===== config.mk =====
export PLATFORM = sky130hd
export DESIGN_NAME = product_accumulator_flat
export DESIGN_NICKNAME = d
export VERILOG_FILES = /design/src/rtl/product_accumulator_if.sv /design/src/rtl/product_accumulator.sv /design/src/flat_wrapper.sv
export SDC_FILE = /design/constraint.sdc
export NUM_CORES = 1
export LEC_CHECK = 0
export ABC_AREA = 1
export BUFFER_PORTS_ARGS = -buffer_cell sky130_fd_sc_hd__buf_2
export CAP_MARGIN = 20
export CORE_ASPECT_RATIO = 1.5
export CORE_MARGIN = 3
export CORE_UTILIZATION = 45
export CTS_CLUSTER_SIZE = 20
export DETAILED_ROUTE_END_ITERATION = 8
export PLACE_DENSITY = 0.69
export SETUP_SLACK_MARGIN = 0.15
export SYNTH_ARGS = -nofsm -noshare
export SYNTH_HDL_FRONTEND = slang
export SYNTH_SLANG_ARGS = --single-unit

===== constraint.sdc =====
create_clock -name clk -period 2.7 [get_ports clk]
set_clock_uncertainty 0.15 [all_clocks]
set_input_delay 0.675 -clock clk [delete_from_list [all_inputs] [get_ports clk]]
set_output_delay 0.675 -clock clk [all_outputs]
set_load 0.01 [all_outputs]

===== src/rtl/product_accumulator_if.sv =====
// Handshake bundle between the multiplier, the product accumulator
// and the consumer of block sums.
interface product_accumulator_if #(
    parameter int PW  = 32,
    parameter int AW  = 40,
    parameter int NUM = 8
);
    localparam int CW = $clog2(NUM + 1);

    logic          start;
    logic [PW-1:0] prod_in;
    logic          prod_valid;
    logic          prod_ready;
    logic [AW-1:0] acc_out;
    logic          acc_valid;
    logic          acc_ack;
    logic          busy;
    logic [CW-1:0] count;
    logic          overflow;

    modport master (
        output start,
        output prod_in,
        output prod_valid,
        output acc_ack,
        input  prod_ready,
        input  acc_out,
        input  acc_valid,
        input  busy,
        input  count,
        input  overflow
    );

    modport slave (
        input  start,
        input  prod_in,
        input  prod_valid,
        input  acc_ack,
        output prod_ready,
        output acc_out,
        output acc_valid,
        output busy,
        output count,
        output overflow
    );
endinterface


===== src/rtl/product_accumulator.sv =====
// Sums blocks of NUM unsigned products; presents each block sum
// with a valid/ack handshake and a sticky carry-out flag.
module product_accumulator #(
    parameter int PW  = 32,
    parameter int AW  = 40,
    parameter int NUM = 8
) (
    input logic clk,
    input logic rst,
    product_accumulator_if.slave bus
);
    localparam int CW = $clog2(NUM + 1);
    localparam logic [CW-1:0] LAST = CW'(NUM - 1);

    if (AW < PW || NUM < 1) begin : g_bad_param
        $error("product_accumulator: need AW >= PW and NUM >= 1");
    end

    typedef enum logic [1:0] {
        IDLE  = 2'd0,
        ACCUM = 2'd1,
        HOLD  = 2'd2
    } state_t;

    state_t        state;
    logic [AW-1:0] acc_q;
    logic [CW-1:0] cnt_q;
    logic          ovf_q;
    logic          valid_q;
    logic          ready_q;
    logic          busy_q;

    logic [AW:0]   sum;
    logic          beat;

    // One extra bit on the adder captures the carry out of bit AW-1.
    always_comb begin
        sum  = {1'b0, acc_q} + {{(AW + 1 - PW){1'b0}}, bus.prod_in};
        beat = bus.prod_valid & ready_q;
    end

    always_ff @(posedge clk) begin
        if (rst) begin
            state   <= IDLE;
            acc_q   <= '0;
            cnt_q   <= '0;
            ovf_q   <= 1'b0;
            valid_q <= 1'b0;
            ready_q <= 1'b0;
            busy_q  <= 1'b0;
        end else begin
            unique case (state)
                IDLE: begin
                    if (bus.start) begin
                        state   <= ACCUM;
                        acc_q   <= '0;
                        cnt_q   <= '0;
                        ovf_q   <= 1'b0;
                        ready_q <= 1'b1;
                        busy_q  <= 1'b1;
                    end
                end
                ACCUM: begin
                    if (beat) begin
                        acc_q <= sum[AW-1:0];
                        ovf_q <= ovf_q | sum[AW];
                        cnt_q <= cnt_q + CW'(1);
                        if (cnt_q == LAST) begin
                            state   <= HOLD;
                            ready_q <= 1'b0;
                            valid_q <= 1'b1;
                        end
                    end
                end
                HOLD: begin
                    if (bus.acc_ack) begin
                        valid_q <= 1'b0;
                        // Ack plus start chains straight into the next block.
                        if (bus.start) begin
                            state   <= ACCUM;
                            acc_q   <= '0;
                            cnt_q   <= '0;
                            ovf_q   <= 1'b0;
                            ready_q <= 1'b1;
                        end else begin
                            state  <= IDLE;
                            busy_q <= 1'b0;
                        end
                    end
                end
                default: begin
                    state   <= IDLE;
                    valid_q <= 1'b0;
                    ready_q <= 1'b0;
                    busy_q  <= 1'b0;
                end
            endcase
        end
    end

    assign bus.acc_out    = acc_q;
    assign bus.count      = cnt_q;
    assign bus.overflow   = ovf_q;
    assign bus.acc_valid  = valid_q;
    assign bus.prod_ready = ready_q;
    assign bus.busy       = busy_q;
endmodule


===== src/flat_wrapper.sv =====
// flat-port wrapper written by rule: the top's interface ports become plain ports
module product_accumulator_flat 
#(
    parameter int PW  = 32,
    parameter int AW  = 40,
    parameter int NUM = 8
)
  (clk, rst, bus_start, bus_prod_in, bus_prod_valid, bus_acc_ack, bus_prod_ready, bus_acc_out, bus_acc_valid, bus_busy, bus_count, bus_overflow);
  product_accumulator_if #(.PW(PW), .AW(AW), .NUM(NUM)) bus_i ();
  input logic clk;
  input logic rst;
  input wire logic [$bits(bus_i.start)-1:0] bus_start;
  input wire logic [$bits(bus_i.prod_in)-1:0] bus_prod_in;
  input wire logic [$bits(bus_i.prod_valid)-1:0] bus_prod_valid;
  input wire logic [$bits(bus_i.acc_ack)-1:0] bus_acc_ack;
  output wire logic [$bits(bus_i.prod_ready)-1:0] bus_prod_ready;
  output wire logic [$bits(bus_i.acc_out)-1:0] bus_acc_out;
  output wire logic [$bits(bus_i.acc_valid)-1:0] bus_acc_valid;
  output wire logic [$bits(bus_i.busy)-1:0] bus_busy;
  output wire logic [$bits(bus_i.count)-1:0] bus_count;
  output wire logic [$bits(bus_i.overflow)-1:0] bus_overflow;
  assign bus_i.start = bus_start;
  assign bus_i.prod_in = bus_prod_in;
  assign bus_i.prod_valid = bus_prod_valid;
  assign bus_i.acc_ack = bus_acc_ack;
  assign bus_prod_ready = bus_i.prod_ready;
  assign bus_acc_out = bus_i.acc_out;
  assign bus_acc_valid = bus_i.acc_valid;
  assign bus_busy = bus_i.busy;
  assign bus_count = bus_i.count;
  assign bus_overflow = bus_i.overflow;
  product_accumulator #(.PW(PW), .AW(AW), .NUM(NUM)) u_core (.clk(clk), .rst(rst), .bus(bus_i));
endmodule

==> results_dict.tcl, run 1 <==
set metrics [dict create \
    outcome "completed" \
    worst_path_largest_cell_delay_ps 370 \
    cts_setup_buffers 0 \
    multiInputGateArea_um2 3200 \
    postSynthAreaPerCell_um2 5.66 \
    synth-seq-cells 50 \
    end_kind "register" \
    io_pins 85 \
    clk_latency_ps 310 \
    fin_crit_sh_pct 86.4 \
    grt_max_degree 27 \
    ir_worst_vdd_uv 243 \
    p_sw_share_pct 31.8 \
    p_int_uw 1230 \
    clk_pin_slew_worst_paths_ps 80 \
    wl_per_cell_um 14.3 \
    routed_wl_um 15800 \
    layout-drive-gt1-share_pct 18.2 \
    arrival_ps 2420 \
    drc_errors 0 \
    row_count 45 \
    area_growth_syn_to_layout_pct 19.1 \
    antenna_found_initial 0 \
    first_global_vias 5262 \
    max_slew_margin_pct 62.6 \
    mappedNetlistNets 923 \
    grt_pass1_wl_um 25500 \
    tritoncts "yes" \
    portBuffers 84 \
    ys.flop_type "dfxtp_1" \
    layout_commonest_cell "nand2_1" \
    period_needed_ps 2330 \
    drtPass1Iterations 6 \
    postSynthCellCount 852 \
    path_cells "buf_2 > ha_1 > nand2_1 > nor2_1 > nand2_1 > nor2_1 > nand4_1 > nand3_2 > nand3_1 > a21oi_1" \
    worst_path_max_delay_cell "ha_1" \
    fillers 1160 \
    cts.sinks 50 \
    root_buffer "clkbuf_16" \
    fp.coreArea_um2 10300 \
    vias 5472 \
    hold_violations 0 \
    power.density_nw_per_um2 315 \
    cts_inserted_buffers 5 \
    tns_ps 0 \
    initial_utilization_pct 46.8 \
    drt-initial-drc-count 308 \
    fin_area_um2 5740 \
    grt_overflow 0 \
    fmax_mhz 428 \
    p_leak_uw 0.00316 \
    fin_util_pct 55.7 \
    ys_seq_area_share_pct 20.8 \
    cts_buffer_depth 2 \
    critPathMaxFanout 5 \
    yosys_warnings 0 \
    worst_slew_pin_slew_ps 560 \
    viasPerCell 4.97 \
    rsz0062_at_grt "no" \
    postRouteAntennaNets 0 \
    p_sw_uw 575 \
    cp_top_family "simple AND/OR/NAND/NOR gates" \
    ys_types 34 \
    cp_num_buf_inv 1 \
    critPathRequiredTime_ps 2780 \
    p_clk_share_pct 38.3 \
    async_flop_share_pct 0 \
    crit_path_start_kind "input port" \
    htree_levels 2 \
    fp.dieH_um 133 \
    die_x_um 90.5 \
    synth_edf_count 0 \
    netlist_area_um2 4820 \
    layout_common_cells "nand2_1, inv_1, buf_2, a21oi_1, nand3_1" \
    combPwrFrac_pct 19.6 \
    gr-usage-all-layers_pct 26.1 \
    slew_violations 0 \
    diodes 0 \
    place_congestion 0.982 \
    cap_violations 0 \
    dpl.hpwl_um 12900 \
    setup_viol 0 \
    crit_type "input port to register" \
    seq_area_um2 1000 \
    min_path_type "register to register" \
    seq_power_share_pct 42.1 \
    placed_area_um2 5580 \
    die_area_um2 12000 \
    layout.nets 1030 \
]
flip-flops by register name, indices dropped and copies added (netlist names):
signal	flops
u_core.bus.acc_out	40
u_core.bus.count	4
u_core.state	2
u_core.bus.acc_valid	1
u_core.bus.busy	1
u_core.bus.overflow	1
u_core.bus.prod_ready	1
power groups by stage:
stage / Combinational [uW] / Clock [uW] / Sequential, uW
final: 355 / 693 / 761
after global routing: 397 / 729 / 763
after CTS: 355 / 714 / 761
after detailed placement: 353 / 0 / 778
after global placement: 350 / 0 / 778
after floorplan: 218 / 0 / 782
per-layer routing:
metal / GRT usage, % / vias up / part of all wire, %
met3: 2.16 / 24 / 4.0
met2: 49.2 / 133 / 52
met4: 9.88 / 0 / 2.9
met1: 30.2 / 2441 / 41
li1: - / 2874 / -
met5: 0 / - / 0
worst paths after layout:
path | from | to | depth (start not counted) | slack (ps)
worst min-delay path | u_core.bus.acc_valid | u_core.bus.acc_valid | 2 | 310
worst max register to register | u_core.bus.acc_out[30] | u_core.bus.acc_out[39] | 9 | 460
worst max-delay path | bus_prod_in[28] | u_core.bus.acc_out[37] | 10 | 370
worst min register to register | u_core.bus.acc_valid | u_core.bus.acc_valid | 2 | 310
per-stage QoR:
stage / setup WS [ps] / std cells / hold slack, ps / power [uW]
4_1_cts: 366 / 1101 / 317 / 1830
3_5_place_dp: 60.0 / 1093 / 304 / 1130
2_1_floorplan: 318 / 852 / 324 / 999
5_1_grt: 192 / 1101 / 344 / 1890
3_3_place_gp: 36.3 / 1093 / 302 / 1130
6_report: 366 / 1101 / 313 / 1810
cells by family (layout without fill, tap and decap cells):
kind of cell | Yosys count | after routing | share of synthesized area (%)
adders and majority gates | 34 | 34 | 8.98
AOI/OAI and AO/OA | 116 | 116 | 12.8
buffers and inverters | 162 | 270 | 12.9
DFF | 50 | 50 | 20.8
and+or+nand+nor | 490 | 490 | 44.6
cells in the mapped netlist, drive strengths merged, types with 2 or more instances:
cell	instances	area (um^2)
o21ai	25	125
buf	8	42.5
nor2	70	333
ha	33	413
nor3	5	35.0
clkbuf	4	15.0
a21o	2	15.0
and2	4	25.0
nand3	58	325
nand4	7	43.8
o21bai	3	26.3
a211oi	2	15.0
and3	2	12.5
nand3b	10	78.8
a21oi	83	427
inv	149	559
or2	6	37.5
nand2	328	1260
dfxtp	50	1000
cell type report:
| type | count | share of cell area, % |
|---|---|---|
| multi-input cells | 640 | 55.8 |
| inverters | 150 | 9.81 |
| flip-flops and latches | 50 | 17.4 |
| clock inverters | 3 | 0.502 |
| well taps | 141 | 3.07 |
| repair buffers | 112 | 11.2 |
| clock buffers | 5 | 2.18 |
worst register-to-register path: cells and delay by family (launching register included):
family | cells | cell delay (ps)
simple gates | 7 | 1090
fa+ha+maj | 1 | 410
flops | 1 | 360
compound gates | 1 | 160
timing repair:
action	4_1_cts	5_1_grt
hold buffers	0	0
endpoints found under the setup margin	0	1
resized for setup	0	1
No activity file was read; power rests on OpenSTA's default activity.
==> run 2, diff against run 1 <==
--- a/config.mk
+++ b/config.mk
@@ -15,4 +15,5 @@
 export DETAILED_ROUTE_END_ITERATION = 8
 export PLACE_DENSITY = 0.69
+export RECOVER_POWER = 100
 export SETUP_SLACK_MARGIN = 0.15
 export SYNTH_ARGS = -nofsm -noshare
--- a/constraint.sdc
+++ b/constraint.sdc
@@ -3,3 +3,3 @@
 set_input_delay 0.675 -clock clk [delete_from_list [all_inputs] [get_ports clk]]
 set_output_delay 0.675 -clock clk [all_outputs]
-set_load 0.01 [all_outputs]
+set_load 0.05 [all_outputs]
==> run 2 against run 1 <==
Fmax is 4.1% lower; final cell count stayed put; die area stayed put; critical path depth stayed put; final area is 2.2% lower; combinational power is 5% higher; critical path type unchanged; register-to-register slack worse by 130 ps; count of clock-buffer cells in the layout stayed put; routed wire length is 0.13% lower.
==> results_dict.tcl, run 2 (synthesis gave the netlist of run 1 again) <==
set metrics [dict create \
    outcome "completed" \
    power.density_nw_per_um2 326 \
    end_kind "register" \
    initial_utilization_pct 46.8 \
    vias 5504 \
    placed_area_um2 5580 \
    rsz0062_at_grt "no" \
    clk_pin_slew_worst_paths_ps 80 \
    worst_path_max_delay_cell "ha_1" \
    clk_latency_ps 310 \
    p_leak_uw 0.00293 \
    crit_type "input port to register" \
    hold_violations 0 \
    fmax_mhz 411 \
    antenna_found_initial 0 \
    path_cells "buf_2 > ha_1 > nand2_1 > nor2_1 > nand2_1 > nor3_1 > nand4_1 > nand3_1 > nand3_1 > a21oi_1" \
    area_growth_syn_to_layout_pct 16.5 \
    fin_area_um2 5610 \
    r2r-start "u_core.bus.acc_out[30]" \
    fin_crit_sh_pct 90.2 \
    grt_pass1_wl_um 25500 \
    min-delay-start "u_core.bus.acc_valid" \
    drtPass1Iterations 6 \
    portBuffers 84 \
    fp.coreArea_um2 10300 \
    cts.sinks 50 \
    worst_slew_pin_slew_ps 633 \
    fp.dieH_um 133 \
    viasPerCell 5.00 \
    max_slew_margin_pct 57.8 \
    drc_errors 0 \
    period_needed_ps 2430 \
    gr-usage-all-layers_pct 26.1 \
    cts_setup_buffers 0 \
    post-place-cells 1093 \
    htree_levels 2 \
    largest_reg_flops 40 \
    cap_violations 0 \
    layout.nets 1030 \
    hold_buffers 0 \
    tritoncts "yes" \
    die_area_um2 12000 \
    setup_viol 0 \
    drt-initial-drc-count 304 \
    critPathRequiredTime_ps 2780 \
    slew_violations 0 \
    ir_worst_vdd_uv 239 \
    die_x_um 90.5 \
    cts_inserted_buffers 5 \
    place_congestion 0.982 \
    grt_max_degree 27 \
    first_global_vias 5262 \
    worst_path_largest_cell_delay_ps 380 \
    grt_overflow 0 \
    min_path_type "register to register" \
    layout_commonest_cell "nand2_1" \
    dpl.hpwl_um 12900 \
    critPathMaxFanout 5 \
    crit_start "bus_prod_in[30]" \
    final_cells 1101 \
    io_pins 85 \
    arrival_ps 2510 \
    row_count 45 \
    root_buffer "clkbuf_16" \
    postRouteAntennaNets 0 \
    wl_per_cell_um 14.3 \
    cts_buffer_depth 2 \
    layout-drive-gt1-share_pct 11.7 \
    diodes 0 \
    fin_util_pct 54.5 \
    tns_ps 0 \
    cts_resized 0 \
    routed_wl_um 15800 \
    layout_common_cells "nand2_1, inv_1, a21oi_1, nand3_1, nor2_1" \
    crit_path_start_kind "input port" \
]
run 2: cell count changes in the layout (fill, tap and decap cells not counted), moves of 3 or more:
cell	previous run	this run
buf_2	84	36
buf_4	27	24
clkbuf_1	0	48
nand2_1	316	322
nand2_2	12	6
nand3_1	51	54
nand3_2	7	4
nor2_1	50	53
run 2: worst paths after layout:
| check | end | slack, ps | depth (start not counted) |
|---|---|---|---|
| setup / recovery | u_core.bus.acc_out[39] | 270 | 10 |
| hold / removal | u_core.bus.acc_valid | 310 | 2 |
| setup reg to reg | u_core.bus.acc_out[39] | 330 | 9 |
| hold reg to reg | u_core.bus.acc_valid | 310 | 2 |
run 2: per-layer routing:
layer / global-route usage, % / up-vias / part of all wire [%]
li1: - / 2868 / -
met1: 30.2 / 2446 / 41
met2: 49.2 / 156 / 52
met3: 2.16 / 34 / 4.2
met4: 9.88 / 0 / 3.3
met5: 0 / - / 0
run 2: cell type report:
type	count	area (um^2)
timing repair buffer	112	566
clock buffer	5	125
tap	141	176
sequential	50	1000
clock inverter	3	28.8
fill	1191	4690
inverter	150	563
multi-input combinational	640	3150
run 2: per-stage QoR:
stage	total power, uW	hold WS (ps)	worst slack, ps
floorplan	1030	335	318
detailed placement	1160	304	60.0
finish	1830	313	266
global route	1910	343	120
global placement	1160	302	36.3
CTS	1860	317	366
run 2: worst max-delay path: cells and delay by family:
kind                     cells  cell delay [ps]
adder cells (fa/ha/maj)      1              380
buffers and inverters        1              100
AO/OA/AOI/OAI                1              180
AND/OR/NAND/NOR              7             1180
run 2: power breakdown:
group | total [uW] | internal, uW | switching [uW]
Clock | 695 | 357 | 338
Combinational | 373 | 117 | 255
Sequential | 761 | 750 | 11.1
==> run 3, diff against run 2 <==
- CELL_PAD_IN_SITES_DETAIL_PLACEMENT: not set -> 1
- CELL_PAD_IN_SITES_GLOBAL_PLACEMENT: not set -> 1
- CORE_UTILIZATION: 45 -> 42
- PLACE_DENSITY: 0.69 -> 0.91
- clock period: 2.7 -> 2.95 ns (I/O delays scaled with it)
==> run 3 against run 2 <==
Sequential share of layout area rose by 0.46 points; routed wire length is 11% higher; first-iteration DRC count is 28% lower; count of clock-buffer cells in the layout unchanged; worst hold slack gained 6.5 ps; combinational power down 10%; power is 8.8% lower; sequential power decreased by 8.5%; final cell count shrank 1.5%.
==> results_dict.tcl, run 3 (synthesis gave the netlist of run 1 again) <==
set metrics [dict create \
    layout-drive-gt1-share_pct 10.0 \
    rrSetupSlack_ps 460 \
    vias 5648 \
    fin_util_pct 49.2 \
    placed_area_um2 5410 \
    gr-usage-all-layers_pct 28.2 \
    crit_top_cell "nand2_1" \
    root_buffer "clkbuf_16" \
    worst_path_max_delay_cell "fa_1" \
    layout.nets 1008 \
    cts_inserted_buffers 5 \
    tritoncts "yes" \
    layout_commonest_cell "nand2_1" \
    critPathRequiredTime_ps 3040 \
    period_needed_ps 2660 \
    cts_setup_buffers 0 \
    path_cells "buf_2 > ha_1 > fa_1 > nand3_1 > nand3_1 > nand2_1 > nand3_1 > nand2_1 > nand2_1 > nand2_1 > nand2_1 > nand2_1 > nand2_1 > a21oi_1" \
    slew_violations 0 \
    portBuffers 84 \
    clk_latency_ps 300 \
    grt_max_degree 25 \
    p_leak_uw 0.00282 \
    fp.dieH_um 137 \
    hold_violations 0 \
    hold_buffers 0 \
    setup_viol 0 \
    fp.coreArea_um2 11100 \
    cp_top_family "simple AND/OR/NAND/NOR gates" \
    fin_area_um2 5470 \
    outcome "completed" \
    min-delay-start "u_core.bus.prod_ready" \
    tns_ps 0 \
    viasPerCell 5.21 \
    timing.rr.end "u_core.bus.acc_out[32]" \
    rsz0062_at_grt "no" \
    postRouteAntennaNets 0 \
    die_x_um 93.5 \
    clk_pin_slew_worst_paths_ps 80 \
    max_slew_margin_pct 33.3 \
    holdPathStages 2 \
    whs_endpoint "u_core.bus.prod_ready" \
    end_kind "register" \
    initial_utilization_pct 43.4 \
    diodes 0 \
    critPathMaxFanout 6 \
    min_path_type "register to register" \
    die_area_um2 12800 \
    routed_wl_um 17600 \
    ir_worst_vdd_uv 212 \
    place_congestion 0.951 \
    r2r-start "u_core.bus.acc_out[0]" \
    row_count 47 \
    worst_path_largest_cell_delay_ps 470 \
    arrival_ps 2750 \
    cts.sinks 50 \
    area_growth_syn_to_layout_pct 13.6 \
    worst_slew_pin_slew_ps 997 \
    largest_reg_flops 40 \
    io_pins 85 \
    antenna_found_initial 0 \
    rr_worst_depth 13 \
    cp_num_buf_inv 1 \
    power.density_nw_per_um2 305 \
    fin_crit_sh_pct 90.2 \
    dpl.hpwl_um 14700 \
    cts_buffer_depth 2 \
    crit_path_start_kind "input port" \
    wl_per_cell_um 16.2 \
    cp.depth 14 \
    drt-initial-drc-count 219 \
    cap_violations 0 \
    layout_common_cells "nand2_1, inv_1, a21oi_1, nor2_1, nand3_1" \
    htree_levels 2 \
    first_global_vias 5938 \
    drtPass1Iterations 4 \
    grt_pass1_wl_um 28400 \
    crit_type "input port to register" \
    grt_overflow 0 \
    fmax_mhz 376 \
    cts_resized 0 \
    drc_errors 0 \
]
## run 3: report_power, final
group | total (uW) | switching, uW | internal, uW | leakage, uW
clock | 636 | 309 | 327 | 0.0000763
sequential | 696 | 10.4 | 686 | 0.000404
combinational | 335 | 239 | 95.3 | 0.00234
## run 3: per-stage QoR
stage / hold WS [ps] / total power [uW] / setup slack (ps) / std cells
floorplan: 335 / 945 / 505 / 852
global placement: 297 / 1040 / 198 / 1077
detailed placement: 312 / 1050 / 151 / 1077
CTS: 324 / 1700 / 468 / 1085
global route: 353 / 1740 / 122 / 1085
finish: 320 / 1670 / 288 / 1085
## run 3: how the worst max path moves through the flow
| stage | from | endpoint | slack (ps) |
|---|---|---|---|
| finish | bus_prod_in[0] | u_core.bus.acc_out[32] | 290 |
| global route | bus_prod_in[0] | u_core.bus.acc_out[22] | 120 |
| CTS | bus_prod_in[0] | u_core.bus.acc_out[36] | 470 |
| detailed placement | bus_prod_in[0] | u_core.bus.acc_out[30] | 150 |
| global placement | bus_prod_in[0] | u_core.bus.acc_out[30] | 200 |
| floorplan | bus_prod_in[0] | u_core.bus.acc_out[16] | 510 |
## run 3: layout make-up
cell class	instances	area, um^2
Fill cell	1679	5640
Timing Repair Buffer	90	405
Inverter	150	563
Multi-Input combinational cell	640	3170
Tap cell	147	184
Clock buffer	5	125
Clock inverter	3	28.8
Sequential cell	50	1000
## run 3: worst reg2reg max path, delay by kind of cell (launching register included)
family	cells	cell delay, ps
adder cells (fa/ha/maj)	2	730
AND/OR/NAND/NOR	10	1090
AO/OA/AOI/OAI	1	110
flip-flops	1	330
## run 3: metal layers
| layer | part of all wire [%] | track usage, % | wire [um] |
|---|---|---|---|
| met1 | 38 | 30.6 | 6630 |
| met2 | 54 | 54.8 | 9500 |
| met3 | 4.3 | 2.62 | 751 |
| met4 | 4.0 | 11.8 | 705 |
| met5 | 0 | 0 | 0 |
